### src/rtl/cfa_grad_pipe.sv
// CFA edge-direction gradient pipeline: 5x5 window in, scaled H/V gradients and
// smoother-direction flag out, three stages with backpressure and a run FSM.
module cfa_grad_pipe #(
    parameter int unsigned PIX_W = 12,
    parameter int unsigned OUT_W = 8,
    parameter int unsigned SHIFT = 6,
    parameter int unsigned CNT_W = 16
) (
    input  logic                   clk,
    input  logic                   rst,
    input  logic                   start,
    input  logic [CNT_W-1:0]       n_win,
    input  logic                   mode,
    input  logic                   in_valid,
    output logic                   in_ready,
    input  logic [25*PIX_W-1:0]    win,
    output logic                   out_valid,
    input  logic                   out_ready,
    output logic [OUT_W-1:0]       grad_hs,
    output logic [OUT_W-1:0]       grad_vs,
    output logic [1:0]             dir,
    output logic                   busy,
    output logic                   done
);

    localparam int unsigned SW = PIX_W + 2;
    localparam int unsigned WW = (SW > OUT_W) ? SW : OUT_W;

    localparam logic [1:0] StIdle  = 2'd0;
    localparam logic [1:0] StRun   = 2'd1;
    localparam logic [1:0] StDrain = 2'd2;
    localparam logic [1:0] StDone  = 2'd3;

    logic [1:0]       state_q, state_d;
    logic [CNT_W-1:0] cnt_q, cnt_d;
    logic [CNT_W-1:0] n_win_q, n_win_d;

    logic en;
    logic accept;

    logic                 v1_q, v2_q, ov_q;
    logic signed [SW-1:0] dh1_d, dh2_d, dv1_d, dv2_d;
    logic signed [SW-1:0] dh1_q, dh2_q, dv1_q, dv2_q;
    logic [SW-1:0]        h_d, v_d, h_q, v_q;
    logic [OUT_W-1:0]     hs_q, vs_q;
    logic [1:0]           dir_d, dir_q;

    function automatic logic [SW-1:0] px(input logic [25*PIX_W-1:0] w,
                                         input int unsigned r, input int unsigned c);
        return SW'(w[(r*5+c)*PIX_W +: PIX_W]);
    endfunction

    function automatic logic [SW-1:0] sabs(input logic signed [SW-1:0] d);
        return d[SW-1] ? $unsigned(-d) : $unsigned(d);
    endfunction

    function automatic logic [OUT_W-1:0] sat(input logic [SW-1:0] x);
        logic [WW-1:0] s;
        s = WW'(x >> SHIFT);
        if (s > WW'({OUT_W{1'b1}})) begin
            return {OUT_W{1'b1}};
        end
        return OUT_W'(s);
    endfunction

    assign en       = !ov_q || out_ready;
    assign in_ready = en && (state_q == StRun);
    assign accept   = in_valid && in_ready;

    // S1: operands are zero-extended by two bits, so signed differences never overflow.
    always_comb begin
        dh1_d = $signed(px(win, 2, 1)) - $signed(px(win, 2, 3));
        dv1_d = $signed(px(win, 1, 2)) - $signed(px(win, 3, 2));
        dh2_d = $signed(px(win, 2, 2) << 1) - $signed(px(win, 2, 0)) - $signed(px(win, 2, 4));
        dv2_d = $signed(px(win, 2, 2) << 1) - $signed(px(win, 0, 2)) - $signed(px(win, 4, 2));
        if (mode) begin
            dh2_d = '0;
            dv2_d = '0;
        end
    end

    // S2 / S3 combinational parts.
    always_comb begin
        h_d = sabs(dh1_q) + sabs(dh2_q);
        v_d = sabs(dv1_q) + sabs(dv2_q);
        if (h_q < v_q) begin
            dir_d = 2'd0;
        end else if (v_q < h_q) begin
            dir_d = 2'd1;
        end else begin
            dir_d = 2'd2;
        end
    end

    always_ff @(posedge clk) begin
        if (rst) begin
            v1_q  <= 1'b0;
            v2_q  <= 1'b0;
            ov_q  <= 1'b0;
            dh1_q <= '0;
            dh2_q <= '0;
            dv1_q <= '0;
            dv2_q <= '0;
            h_q   <= '0;
            v_q   <= '0;
            hs_q  <= '0;
            vs_q  <= '0;
            dir_q <= 2'd0;
        end else if (en) begin
            v1_q  <= accept;
            dh1_q <= dh1_d;
            dh2_q <= dh2_d;
            dv1_q <= dv1_d;
            dv2_q <= dv2_d;
            v2_q  <= v1_q;
            h_q   <= h_d;
            v_q   <= v_d;
            ov_q  <= v2_q;
            hs_q  <= sat(h_q);
            vs_q  <= sat(v_q);
            dir_q <= dir_d;
        end
    end

    always_comb begin
        state_d = state_q;
        cnt_d   = cnt_q;
        n_win_d = n_win_q;
        case (state_q)
            StIdle: begin
                if (start) begin
                    n_win_d = n_win;
                    cnt_d   = '0;
                    state_d = (n_win == '0) ? StDone : StRun;
                end
            end
            StRun: begin
                if (accept) begin
                    cnt_d = cnt_q + 1'b1;
                    if (cnt_q == n_win_q - 1'b1) begin
                        state_d = StDrain;
                    end
                end
            end
            StDrain: begin
                // Leave as the pipeline empties, so done follows the final take by one cycle.
                if (!v1_q && !v2_q && (!ov_q || out_ready)) begin
                    state_d = StDone;
                end
            end
            StDone:  state_d = StIdle;
            default: state_d = StIdle;
        endcase
    end

    always_ff @(posedge clk) begin
        if (rst) begin
            state_q <= StIdle;
            cnt_q   <= '0;
            n_win_q <= '0;
        end else begin
            state_q <= state_d;
            cnt_q   <= cnt_d;
            n_win_q <= n_win_d;
        end
    end

    assign out_valid = ov_q;
    assign grad_hs   = hs_q;
    assign grad_vs   = vs_q;
    assign dir       = dir_q;
    assign busy      = (state_q == StRun) || (state_q == StDrain);
    assign done      = (state_q == StDone);

endmodule

### config.mk
export PLATFORM = sky130hd
export DESIGN_NAME = cfa_grad_pipe
export DESIGN_NICKNAME = d
export VERILOG_FILES = /design/src/rtl/cfa_grad_pipe.sv
export SDC_FILE = /design/constraint.sdc
export NUM_CORES = 1
export LEC_CHECK = 0
export ABC_AREA = 1
export CORE_MARGIN = 2
export CORE_UTILIZATION = 48
export DETAILED_ROUTE_END_ITERATION = 8
export PLACE_DENSITY = 0.85
export SYNTH_ARGS = -nofsm -noshare
export SYNTH_HDL_FRONTEND = slang
export SYNTH_SLANG_ARGS = --single-unit
export TNS_END_PERCENT = 50
### constraint.sdc
create_clock -name clk -period 3.54 [get_ports clk]
set_input_delay 1.062 -clock clk [delete_from_list [all_inputs] [get_ports clk]]
set_output_delay 1.062 -clock clk [all_outputs]
set_load 0.005 [all_outputs]
==> impl_metrics.ini <==
[yosys]
asyncSetResetFlopFracSynth = 0
netlist_top_cells_area = dfxtp_1 25%, ha_1 12%, inv_1 9.2%
synth_top_area_frac = 0.245
ys_warn_count = 0
ys_ff_latch = 137
avgSynthCellArea_sq_um = 6.89
synth_edf_count = 0
syn_inst = 1624
synth_fp_nets = 2079
synth_top_cell_by_area = dfxtp_1
yosysUniqueCellTypes = 48
ys.flop_type = dfxtp_1
netlist_area_sq_um = 11200
ys_seq_area_frac = 0.245

[final_layout]
drive_above_1_share = 0.0537
fillers = 2059
final_cell_mix = 273 x inv_1, 264 x nand2_1, 171 x a21oi_1
final_area_sq_um = 13900
syn2layout_area_growth_pct = 24.2
n_antenna_cell = 0
final_nets = 2250
final_common_cell = inv_1

[placed_design]
placed_cell_area_sq_um = 13300
gp_congestion = 0.916
place.detailed.hpwl_um = 23000
place_ws_ns = -0.176
io_buffer_count = 151

[routing]
via_per_inst = 5.25
dr.first_iter.drc_count = 818
drt_first_pass_iters = 7
drt_wl_total_um = 28800
via_count = 11100
antenna_left = 0
drcViolationCount = 0
wl_per_cell_um = 13.6

[power]
pwr_density_cell_nw_per_um2 = 541
power_switching_mw = 3.03
netSwitchingFraction = 0.403
clkPwrFrac = 0.248
p_comb_frac = 0.472
p_int_mw = 4.49
p_seq_frac = 0.280
power.leakage_nw = 6.76
ir_worst_vdd_v = 0.000386

[floorplanning]
die-height_um = 157
ioPinCount = 344
coreArea_sq_um = 22800
die_w_um = 157
die-area_sq_um = 24500
start_util = 0.491
rows = 55

[critical_path]
crit_arrival_ns = 2.26
crit_chain = clkdlybuf4s50_1, nor2_4, nor2_4, clkdlybuf4s50_1
worstPathRequired_ns = 2.48
cp_max_fo = 3
crit_path_max_incr_delay_ns = 0.52
worstSetupEndpointType = output port
slowest_stage = clkdlybuf4s50_1
start_kind = input port
criticalPathCategory = in2out

[clocking]
clk_pin_slew_ns = 0.06
numClockSinks = 137
cts_resized = 0
htreeDepth = 4
clkLatencyLatePin_ns = 0.42
clockRootBuffer = clkbuf_16
ctsHoldBuffers = 0
cts_made_buffers = 17
clockBufferDepth = 2
cts_tree = yes
postCtsSetupRepairBufs = 0

[timing]
finalWorstSetupSlack_ns = 0.217
setup_violations = 0
whs_ns = 0.475
max_freq_ghz = 0.301
hold_viol = 0
skew_ns = 0.00761
period_share = 0.939
drv_slew = 0
grt_setup_unrepaired = false
period_minus_slack_ns = 3.32
slew_headroom = 0.555
final.setup.tns_ns = 0
tightest_slew_ns = 0.661

[global_routing]
grt_usage = 0.235
grt_pass1_vias = 10300
grt_pass1_wl_um = 47200
antenna_found_initial = 0
grt_start_max_net_pins = 67
overflow = 0

[worst_hold_path]
hold_class = reg2reg

[run_status]
status = finished clean

[job]
cap_violations = 0
synth_stat cells, types with 3 or more instances:
| library cell | n |
|---|---|
| nand2_1 | 264 |
| fa_1 | 26 |
| o21ai_1 | 6 |
| or2_2 | 4 |
| nor2_4 | 3 |
| ha_1 | 107 |
| clkbuf_1 | 35 |
| inv_1 | 273 |
| o211ai_1 | 17 |
| o22ai_1 | 5 |
| nor3_1 | 14 |
| xnor2_1 | 31 |
| nand3_1 | 77 |
| nor2_2 | 5 |
| o2111ai_1 | 4 |
| xor2_1 | 61 |
| a31oi_1 | 8 |
| a221oi_1 | 3 |
| o21bai_1 | 23 |
| nor2_1 | 127 |
| nand4_1 | 17 |
| o21ai_0 | 143 |
| dfxtp_1 | 137 |
| buf_2 | 3 |
| nand3b_1 | 5 |
| a21oi_1 | 171 |
| buf_1 | 3 |
| a211oi_1 | 6 |
| nor4_1 | 14 |
| a21o_1 | 7 |
final timing paths:
kind	slack, ns	start	to	depth (start not counted)
min reg2reg	0.47	v_q[0]	v_q[0]	2
max reg2reg	0.47	dv1_q[0]	v_q[13]	17
min	0.47	v_q[0]	v_q[0]	2
max	0.22	out_ready	in_ready	4
power by group through the flow:
stage | Clock, mW | Combinational, mW | Sequential, mW
after global routing | 1.96 | 3.99 | 2.14
after detailed placement | 0 | 3.48 | 2.13
after CTS | 1.89 | 3.51 | 2.10
after floorplan | 0 | 2.45 | 2.05
final | 1.86 | 3.54 | 2.11
after global placement | 0 | 3.39 | 2.12
flip-flops by register name, summed over array words and instances, names as in the netlist:
signal,count
dir,2
grad_hs,8
h_q,14
out_valid,1
grad_vs,8
dv1_q,13
n_win_q,16
dh2_q,14
v2_q,1
v1_q,1
v_q,14
dh1_q,13
state_q,2
cnt_q,16
dv2_q,14
logic make-up (layout without fill, tap and decap cells):
family / count (synthesis) / after routing / share of synthesized area
flops: 137 / 137 / 0.245
xor+xnor: 92 / 92 / 0.0721
simple gates: 540 / 540 / 0.209
buf+inv: 318 / 502 / 0.107
fa+ha+maj: 133 / 133 / 0.166
compound gates: 404 / 404 / 0.200
cell type report:
type	instances	area, sq um	share of cell area
multi-input cells	1169	7250	0.522
flip-flops and latches	137	2740	0.198
repair buffers	193	1840	0.132
inverters	277	1040	0.0749
clock buffers	20	457	0.0329
well taps	313	392	0.0282
clock inverters	12	165	0.0119
worst max-delay path, delay by kind of cell:
kind,cells,cell delay (ns)
buffers and inverters,2,1.02
AND/OR/NAND/NOR,2,0.17
per-stage QoR:
step	power, mW	cells	util
detailed placement	5.61	2089	0.582
global route	8.08	2121	0.610
global placement	5.50	2089	0.582
floorplan	4.50	1624	-
finish	7.52	2121	0.610
CTS	7.50	2121	0.610
per-layer routing:
| layer | GRT usage | vias up | wire (um) |
|---|---|---|---|
| li1 | - | 5691 | - |
| met1 | 0.318 | 5019 | 13500 |
| met2 | 0.392 | 385 | 13200 |
| met3 | 0.0238 | 40 | 1520 |
| met4 | 0.0769 | 0 | 575 |
| met5 | 0 | - | 0 |
Power figures use the tool's default switching activity.
